`config.mk`:
```
export PLATFORM = sky130hd
export DESIGN_NAME = four_digit_led_driver
export DESIGN_NICKNAME = d
export VERILOG_FILES = /design/src/rtl/four_digit_led_pkg.sv /design/src/rtl/button_debouncer.sv /design/src/rtl/four_digit_led_driver.sv
export SDC_FILE = /design/constraint.sdc
export NUM_CORES = 1
export LEC_CHECK = 0
export ABC_AREA = 0
export BUFFER_PORTS_ARGS = -buffer_cell sky130_fd_sc_hd__buf_4
export CAP_MARGIN = 10
export CORE_MARGIN = 2
export CORE_UTILIZATION = 41
export CTS_CLUSTER_DIAMETER = 200
export DETAILED_ROUTE_END_ITERATION = 8
export GPL_ROUTABILITY_DRIVEN = 0
export PLACE_DENSITY = 0.69
export SLEW_MARGIN = 0
export SYNTH_ARGS = -nofsm -noshare
export SYNTH_HDL_FRONTEND = slang
export SYNTH_HIERARCHICAL = 1
export SYNTH_SLANG_ARGS = --single-unit
```
`constraint.sdc`:
```
create_clock -name clk -period 5.8 [get_ports clk]
set_clock_uncertainty 0.2 [all_clocks]
set_input_delay 0.87 -clock clk [delete_from_list [all_inputs] [get_ports clk]]
set_output_delay 0.87 -clock clk [all_outputs]
set_load 0.05 [all_outputs]
```
`src/rtl/four_digit_led_pkg.sv`:
```
// Shared constants, message ROM and glyph decode for the LED driver.
// Optional dp start-of-message mark: FOUR_DIGIT_LED_DP_MARK_EN.
package four_digit_led_pkg;

  localparam int MSG_LEN = 16;

  localparam logic [4*MSG_LEN-1:0] MSG_ROM =
    64'hFEDC_BA98_7654_3210;

  typedef enum logic [1:0] {
    DIG3 = 2'd0,
    DIG2 = 2'd1,
    DIG1 = 2'd2,
    DIG0 = 2'd3
  } digit_t;

  function automatic logic [3:0] msg_at(
    input logic [3:0] idx
  );
    return MSG_ROM[{idx, 2'b00} +: 4];
  endfunction

  // abcdefg, active-low
  function automatic logic [6:0] hex_to_seg(
    input logic [3:0] h
  );
    logic [6:0] s;
    s = 7'b111_1111;
    unique case (h)
      4'h0: s = 7'b000_0001;
      4'h1: s = 7'b100_1111;
      4'h2: s = 7'b001_0010;
      4'h3: s = 7'b000_0110;
      4'h4: s = 7'b100_1100;
      4'h5: s = 7'b010_0100;
      4'h6: s = 7'b010_0000;
      4'h7: s = 7'b000_1111;
      4'h8: s = 7'b000_0000;
      4'h9: s = 7'b000_0100;
      4'hA: s = 7'b000_1000;
      4'hB: s = 7'b110_0000;
      4'hC: s = 7'b011_0001;
      4'hD: s = 7'b100_0010;
      4'hE: s = 7'b011_0000;
      4'hF: s = 7'b011_1000;
    endcase
    return s;
  endfunction

endpackage

```
`src/rtl/button_debouncer.sv`:
```
// Two-flop synchronizer plus stable-count filter for a bouncy button.
// Emits the filtered level and a one-cycle pulse on each accepted press.
module button_debouncer #(
  parameter int DEBOUNCE_CYCLES = 16
) (
  input  logic clk,
  input  logic reset,
  input  logic button,
  output logic level,
  output logic press_pulse
);

  localparam int CW = $clog2(DEBOUNCE_CYCLES + 1);
  localparam logic [CW-1:0] LAST =
    CW'(DEBOUNCE_CYCLES - 1);

  logic          sync1;
  logic          sync2;
  logic [CW-1:0] cnt;

  // bring the raw pin into the clock domain
  always_ff @(posedge clk or negedge reset) begin
    if (!reset) begin
      sync1 <= 1'b0;
      sync2 <= 1'b0;
    end else begin
      sync1 <= button;
      sync2 <= sync1;
    end
  end

  // flip the level only after a long enough disagreement
  always_ff @(posedge clk or negedge reset) begin
    if (!reset) begin
      level       <= 1'b0;
      cnt         <= '0;
      press_pulse <= 1'b0;
    end else begin
      press_pulse <= 1'b0;
      if (sync2 != level) begin
        if (cnt == LAST) begin
          level       <= sync2;
          cnt         <= '0;
          press_pulse <= sync2;
        end else begin
          cnt <= cnt + 1'b1;
        end
      end else begin
        cnt <= '0;
      end
    end
  end

endmodule

```
`src/rtl/four_digit_led_driver.sv`:
```
// Four-digit scrolling hex display with debounced advance button.
// Define FOUR_DIGIT_LED_DP_MARK_EN to light dp on the message start.
module four_digit_led_driver #(
  parameter int DEBOUNCE_CYCLES = 16,
  parameter int DIGIT_CYCLES    = 16
) (
  input  logic clk,
  input  logic reset,
  input  logic button,
  output logic an3,
  output logic an2,
  output logic an1,
  output logic an0,
  output logic a,
  output logic b,
  output logic c,
  output logic d,
  output logic e,
  output logic f,
  output logic g,
  output logic dp
);

  import four_digit_led_pkg::*;

  localparam int SW = $clog2(DIGIT_CYCLES);
  localparam logic [SW-1:0] SLOT_LAST =
    SW'(DIGIT_CYCLES - 1);
  localparam logic [SW-1:0] SLOT_ON = SW'(2);

  logic          level;
  logic          press_pulse;
  logic [3:0]    ptr;
  logic [SW-1:0] slot;
  digit_t        dig;
  logic [3:0]    char_idx;
  logic [3:0]    an_sel;
  logic [3:0]    an_q;
  logic [6:0]    seg_q;
  logic          load;
  logic          active;

  button_debouncer #(
    .DEBOUNCE_CYCLES(DEBOUNCE_CYCLES)
  ) u_deb (
    .clk        (clk),
    .reset      (reset),
    .button     (button),
    .level      (level),
    .press_pulse(press_pulse)
  );

  assign load     = (slot == '0);
  assign active   = (slot >= SLOT_ON);
  assign char_idx = ptr + {2'b00, dig};

  // window pointer, one step per accepted press
  always_ff @(posedge clk or negedge reset) begin
    if (!reset) begin
      ptr <= '0;
    end else if (press_pulse && level) begin
      ptr <= ptr + 4'd1;
    end
  end

  // slot counter and digit rotation an3..an0
  always_ff @(posedge clk or negedge reset) begin
    if (!reset) begin
      slot <= '0;
      dig  <= DIG3;
    end else if (slot == SLOT_LAST) begin
      slot <= '0;
      dig  <= digit_t'(dig + 2'd1);
    end else begin
      slot <= slot + 1'b1;
    end
  end

  // anode pattern for the selected digit
  always_comb begin
    an_sel = 4'b1111;
    unique case (dig)
      DIG3: an_sel = 4'b0111;
      DIG2: an_sel = 4'b1011;
      DIG1: an_sel = 4'b1101;
      DIG0: an_sel = 4'b1110;
    endcase
  end

  // registered anodes and glyph latched at slot start
  always_ff @(posedge clk or negedge reset) begin
    if (!reset) begin
      an_q  <= 4'b1111;
      seg_q <= 7'b111_1111;
    end else begin
      an_q <= active ? an_sel : 4'b1111;
      if (load) begin
        seg_q <= hex_to_seg(msg_at(char_idx));
      end
    end
  end

`ifdef FOUR_DIGIT_LED_DP_MARK_EN
  logic mark_q;
  logic dp_q;

  // dp marks the digit holding message index 0
  always_ff @(posedge clk or negedge reset) begin
    if (!reset) begin
      mark_q <= 1'b0;
      dp_q   <= 1'b1;
    end else begin
      if (load) begin
        mark_q <= (char_idx == 4'd0);
      end
      dp_q <= ~(active & mark_q);
    end
  end

  assign dp = dp_q;
`else
  assign dp = 1'b1;
`endif

  assign {an3, an2, an1, an0} = an_q;
  assign {a, b, c, d, e, f, g} = seg_q;

endmodule

```
==> results.py, run 1 <==
metrics = {
    "outcome": {
        "status": "finished clean",
    },
    "die": {
        "core-area_um2": 3940,
        "initial_core_util_pct": 42.2,
        "rows": 23,
        "die-area_um2": 4580,
        "io_pins": 15,
        "die_x_um": 67.7,
        "die_y_um": 67.7,
    },
    "setup_path": {
        "reg2regPathDepth": 7,
        "path_cells": "ha_1 > inv_1 > fa_1 > xor2_1 > mux2_2 > mux2i_1 > mux2_2",
        "worst-setup-path-type": "register to register",
        "worst_ep_required_time_ns": 5.82,
        "regToRegSetupSlack_ns": 2.97,
        "r2r-end": "seg_q[2]",
        "critical_path.most_common_cell": "mux2_2",
        "cp-start-kind": "register",
        "max_stage_delay_ns": 0.71,
        "r2r_start": "dig[0]",
        "endpoint_kind": "register",
        "path_max_fanout": 11,
        "cp_slowest_cell": "xor2_1",
        "startpoint": "dig[0]",
        "crit_family": "XOR/XNOR gates",
        "crit_buf_inv": 1,
        "arrival_ns": 2.85,
    },
    "global_routing": {
        "met3_usage_pct": 5.00,
        "antenna_found_initial": 0,
        "gr-usage-met1_pct": 15.6,
        "grtUsageMet2_pct": 20.2,
        "grt_max_degree": 31,
        "grt_busiest_layer": "met2",
        "grt_pass1_wl_um": 4390,
        "grt_usage_pct": 13.4,
        "first_global_vias": 986,
        "grt-ovfl-total": 0,
    },
    "synth": {
        "yosys.area.top_type": "dfrtp_1",
        "syn_area_um2": 1660,
        "netlist.area_leader.share_pct": 28.6,
        "yosys_warnings": 6,
        "synth_edf_count": 0,
        "ys_seq_area_share_pct": 46.0,
        "yosys.cell_count.top_type": "dfrtp_1",
        "ys_seq_elements": 30,
        "synthTopCellsByArea": "dfrtp_1, dfstp_2, ha_1",
        "synth_cell_type_count": 36,
        "syn_inst": 137,
        "async_reset_ff_share_pct": 100,
        "synth_nets": 159,
        "syn_avg_cell_area_um2": 12.1,
        "synth_common_cells": "dfrtp_1, ha_1, dfstp_2, inv_1, mux2i_1",
        "synth-main-ff-cell": "dfrtp_1",
    },
    "sta": {
        "setup_tns_ns": 0,
        "fin_crit_ns": 2.83,
        "finalCritPeriodShare_pct": 48.7,
        "slew-limit-headroom_pct": 43.3,
        "worstMarginPinSlew_ns": 0.848,
        "finalMaxSlewViolations": 0,
        "setup_viol": 0,
        "rsz0062_at_grt": "no",
        "max_clock_freq_mhz": 354,
        "hold_viol": 0,
    },
    "cts": {
        "clk_latency_ns": 0.28,
        "cts_made_buffers": 5,
        "cts.sinks": 30,
        "postCtsSetupRepairBufs": 0,
        "cts_buffer_depth": 2,
        "ctsHoldBuffers": 0,
        "cts.htree.levels": 2,
        "cts-root-buf": "clkbuf_8",
        "cts.repair.resized": 0,
        "tritoncts": "done",
        "clkTransAtPathRegs_ns": 0.06,
    },
    "drt": {
        "viasPerCell": 4.85,
        "ant_nets": 0,
        "drtIter0Drc": 38,
        "via_count": 994,
        "drtPass1Iterations": 4,
        "drcViolationCount": 0,
        "wl_per_cell_um": 11.9,
        "drt-total-wl_um": 2430,
    },
    "placed_design": {
        "portBuffers": 13,
        "hpwl_um": 1840,
    },
    "worst_hold_path": {
        "whs_path_depth": 0,
        "min_to": "u_deb/sync2",
        "hp-class": "register to register",
        "min_from": "u_deb/sync1",
    },
    "layout": {
        "utilization_pct": 47.9,
        "area_growth_pct": 13.5,
        "diodes": 0,
        "final_net_count": 176,
        "n_fill_cell": 353,
        "drive_gt1_share_pct": 31.0,
    },
    "run": {
        "cap_violations": 0,
    },
    "pwr": {
        "power_density_nw_per_um2": 208,
        "p_leak_nw": 0.938,
        "vdd_drop_max_mv": 0.103,
    },
}
## cell type report
type                    count  area [um^2]  share of cell area [%]
multi-input cells          93          831                    44.0
flip-flops and latches     30          764                    40.5
repair buffers             13         97.6                    5.17
clock buffers               7         86.3                    4.57
well taps                  50         62.6                    3.31
inverters                  11         41.3                    2.19
clock inverters             1         5.00                   0.265
## sequential cells by signal, indices dropped and copies added (netlist names)
signal             cells
u_deb/sync2            1
an_q                   4
u_deb/sync1            1
slot                   4
ptr                    4
u_deb/cnt              5
u_deb/press_pulse      1
u_deb/level            1
seg_q                  7
dig                    2
## layout by cell type (no fill, tap or decap), drive strengths merged
master,Yosys,routed
nand2,9,9
nand3b,1,1
o211ai,1,1
fa,1,1
and3,1,1
and2,1,1
nor4b,1,1
a31oi,3,3
a32oi,1,1
nor2b,1,1
xnor2,4,4
a21oi,2,2
xor2,6,6
mux2i,11,11
nor3b,1,1
buf,3,13
nand3,7,7
ha,18,18
o41ai,1,1
clkbuf,0,7
inv,11,11
a21o,1,1
nor2,9,9
dfstp,11,11
o21ai,2,2
or4,1,1
clkinv,0,1
or3,1,1
dfrtp,19,19
conb,1,1
mux2,8,8
## per-stage QoR
| step | hold WS [ns] | instance area, um^2 | cells | worst slack (ns) | total power [mW] |
|---|---|---|---|---|---|
| 6_report | 0.147 | 1890 | 205 | 2.97 | 0.392 |
| 5_1_grt | 0.166 | 1890 | 205 | 2.73 | 0.411 |
| 4_1_cts | 0.150 | 1890 | 205 | 2.96 | 0.401 |
| 3_5_place_dp | 0.136 | 1800 | 197 | 2.98 | 0.228 |
| 3_3_place_gp | 0.135 | 1800 | 197 | 3.04 | 0.227 |
| 2_1_floorplan | 0.131 | 1660 | 137 | 3.43 | 0.223 |
## worst max path at each step
| stage | endpoint | slack, ns | cells past startpoint |
|---|---|---|---|
| 5_1_grt | seg_q[2] | 2.73 | 7 |
| 6_report | seg_q[2] | 2.97 | 7 |
| 3_5_place_dp | seg_q[2] | 2.98 | 7 |
| 2_1_floorplan | seg_q[0] | 3.43 | 8 |
| 4_1_cts | seg_q[2] | 2.96 | 7 |
| 3_3_place_gp | seg_q[2] | 3.04 | 7 |
## kinds of logic after synthesis
family | count (synthesis) | synth area share, %
AND/OR/NAND/NOR | 33 | 12.0
flip-flops | 30 | 46.0
adder cells (fa/ha/maj) | 19 | 14.7
multiplexers | 19 | 12.0
buffers and inverters | 14 | 4.06
AO/OA/AOI/OAI | 11 | 5.64
XOR/XNOR | 10 | 5.27
other | 1 | 0.226
## metal layers
layer | vias to the layer above | routed length [um]
met5 | - | 0
met4 | 0 | 95
met3 | 8 | 119
met2 | 22 | 1140
met1 | 471 | 1080
li1 | 493 | -
## power by group
part           switching, mW  internal, mW  total (mW)
clock                 0.0723        0.0954       0.168
combinational        0.00742       0.00289      0.0103
sequential           0.00170         0.212       0.214
total                 0.0815         0.310       0.392
Note: power is estimated with default switching activity, not from simulation.
==> run 2: changes to the inputs <==
==> constraint.sdc (replaced) <==
create_clock -name clk -period 2.65 [get_ports clk]
set_clock_uncertainty 0.2 [all_clocks]
set_input_delay 0.3975 -clock clk [delete_from_list [all_inputs] [get_ports clk]]
set_output_delay 0.3975 -clock clk [all_outputs]
set_load 0.05 [all_outputs]
==> run 2 against run 1 <==
Against the previous run: clock power up 100%; fmax up 13%; die area unchanged; critical path depth up 1; utilization up 0.60 points; wire length up 12%; worst hold slack worse by 0.12 ns; global-route usage up 0.38 points; largest power group unchanged.
==> results.py, run 2 (synthesis gave the netlist of run 1 again) <==
metrics = {
    "outcome": {
        "status": "finished clean",
    },
    "cts": {
        "clkTransAtPathRegs_ns": 0.06,
        "cts_buffer_depth": 2,
        "clk_latency_ns": 0.28,
        "cts_made_buffers": 5,
        "cts.sinks": 30,
        "cts-root-buf": "clkbuf_8",
        "cts.htree.levels": 2,
        "postCtsSetupRepairBufs": 0,
        "tritoncts": "done",
    },
    "die": {
        "die-area_um2": 4580,
        "core-area_um2": 3940,
        "rows": 23,
        "die_y_um": 67.7,
        "io_pins": 15,
        "die_x_um": 67.7,
        "initial_core_util_pct": 42.2,
    },
    "setup_path": {
        "arrival_ns": 2.51,
        "crit_buf_inv": 2,
        "crit_family": "adder cells",
        "cp_slowest_cell": "fa_2",
        "startpoint": "dig[0]",
        "r2r-end": "seg_q[3]",
        "worst-setup-path-type": "register to register",
        "r2r_start": "dig[0]",
        "regToRegSetupSlack_ns": 0.14,
        "cp-start-kind": "register",
        "endpoint_kind": "register",
        "worst_ep_required_time_ns": 2.65,
        "path_cells": "ha_1 > inv_1 > fa_2 > inv_1 > ha_1 > mux2i_1 > mux2i_1 > mux2_2",
        "reg2regPathDepth": 8,
        "max_stage_delay_ns": 0.61,
        "path_max_fanout": 7,
    },
    "drt": {
        "viasPerCell": 4.97,
        "drcViolationCount": 0,
        "ant_nets": 0,
        "drt-total-wl_um": 2720,
        "drtPass1Iterations": 4,
        "drtIter0Drc": 55,
        "wl_per_cell_um": 13.0,
        "via_count": 1039,
    },
    "global_routing": {
        "grt-ovfl-total": 0,
        "antenna_found_initial": 0,
        "grt_pass1_wl_um": 4570,
        "grt_max_degree": 31,
        "grt_usage_pct": 13.8,
        "first_global_vias": 1050,
    },
    "pwr": {
        "p_comb_share_pct": 2.9,
        "vdd_drop_max_mv": 0.278,
        "p_total_mw": 0.834,
        "power_density_nw_per_um2": 436,
        "p_leak_nw": 0.948,
        "pwr-share-clk_pct": 40.9,
        "switching_power_mw": 0.176,
        "seq_power_share_pct": 56.1,
        "swShare_pct": 21.1,
        "p_int_mw": 0.658,
    },
    "run": {
        "cap_violations": 0,
    },
    "worst_hold_path": {
        "min_to": "u_deb/sync1",
        "whs_path_depth": 1,
        "hp-class": "primary input to register",
        "min_from": "button",
    },
    "layout": {
        "register_area_um2": 764,
        "top_register": "seg_q",
        "drive_gt1_share_pct": 31.4,
        "area_growth_pct": 15.0,
        "n_fill_cell": 363,
        "reg.largest.list": "seg_q (7), u_deb/cnt (5)",
        "final_net_count": 180,
        "final_common_cell": "dfrtp_1",
        "mostFrequentLayoutCells": "dfrtp_1, ha_1, buf_4",
        "multi_input_area_um2": 833,
        "largest_reg_flops": 7,
        "instances_no_fill": 209,
        "diodes": 0,
    },
    "sta": {
        "setup_viol": 0,
        "fin_crit_ns": 2.51,
        "hold_viol": 0,
        "fin_ws_ns": 0.143,
        "rsz0062_at_grt": "no",
        "setup_tns_ns": 0,
        "finalCritPeriodShare_pct": 94.6,
        "max_clock_freq_mhz": 399,
        "finalMaxSlewViolations": 0,
    },
    "placed_design": {
        "portBuffers": 13,
        "post-place-ws_ns": 0.0800,
        "placed_cells": 200,
        "hpwl_um": 2060,
    },
}
-- run 2: cell types whose count changed in the layout (fill, tap and decap cells not counted) --
cell | previous run | this run
buf_4 | 13 | 16
clkbuf_1 | 1 | 3
clkbuf_8 | 6 | 5
clkinv_2 | 1 | 0
dlygate4sd3_1 | 0 | 1
fa_1 | 1 | 0
fa_2 | 0 | 1
-- run 2: worst max-delay path by stage --
stage | endpoint | slack [ns] | cells past startpoint
floorplan | seg_q[0] | 0.28 | 8
global placement | seg_q[0] | 0.18 | 8
detailed placement | seg_q[2] | 0.08 | 8
CTS | seg_q[2] | 0.08 | 8
global route | seg_q[0] | 0.008 | 8
finish | seg_q[3] | 0.14 | 8
-- run 2: per-layer routing --
metal,share of wire [%],GRT usage [%],wire length [um],up-vias
li1,-,-,-,501
met1,41,14.9,1100,504
met2,52,23.5,1420,26
met3,4.9,5.00,134,8
met4,2.2,7.40,61,0
met5,0,0,0,-
-- run 2: power by group through the flow --
stage	Clock, mW	Combinational (mW)	Sequential (mW)
2_1_floorplan	0	0.0121	0.475
3_3_place_gp	0	0.0222	0.475
3_5_place_dp	0	0.0236	0.476
4_1_cts	0.352	0.0253	0.468
5_1_grt	0.380	0.0286	0.469
6_report	0.341	0.0244	0.468
-- run 2: metrics by stage --
| step | area (um^2) | hold WS (ns) | util (%) |
|---|---|---|---|
| finish | 1910 | 0.0281 | 48.5 |
| detailed placement | 1820 | 0.141 | 46.1 |
| CTS | 1910 | 0.0215 | 48.4 |
| global placement | 1820 | 0.136 | 46.1 |
| floorplan | 1660 | -0.0981 | - |
| global route | 1910 | 0.0162 | 48.5 |
-- run 2: layout make-up --
| type | instances | area share (%) |
|---|---|---|
| flip-flops and latches | 30 | 40.0 |
| inverters | 11 | 2.16 |
| multi-input cells | 93 | 43.6 |
| repair buffers | 17 | 6.81 |
| clock buffers | 8 | 4.19 |
| well taps | 50 | 3.27 |
-- run 2: repair_timing --
action | CTS | global route
endpoints found under the setup margin | 0 | 4
hold endpoints to repair | 19 | 0
hold buffers | 1 | 0
gates resized for setup | 0 | 1
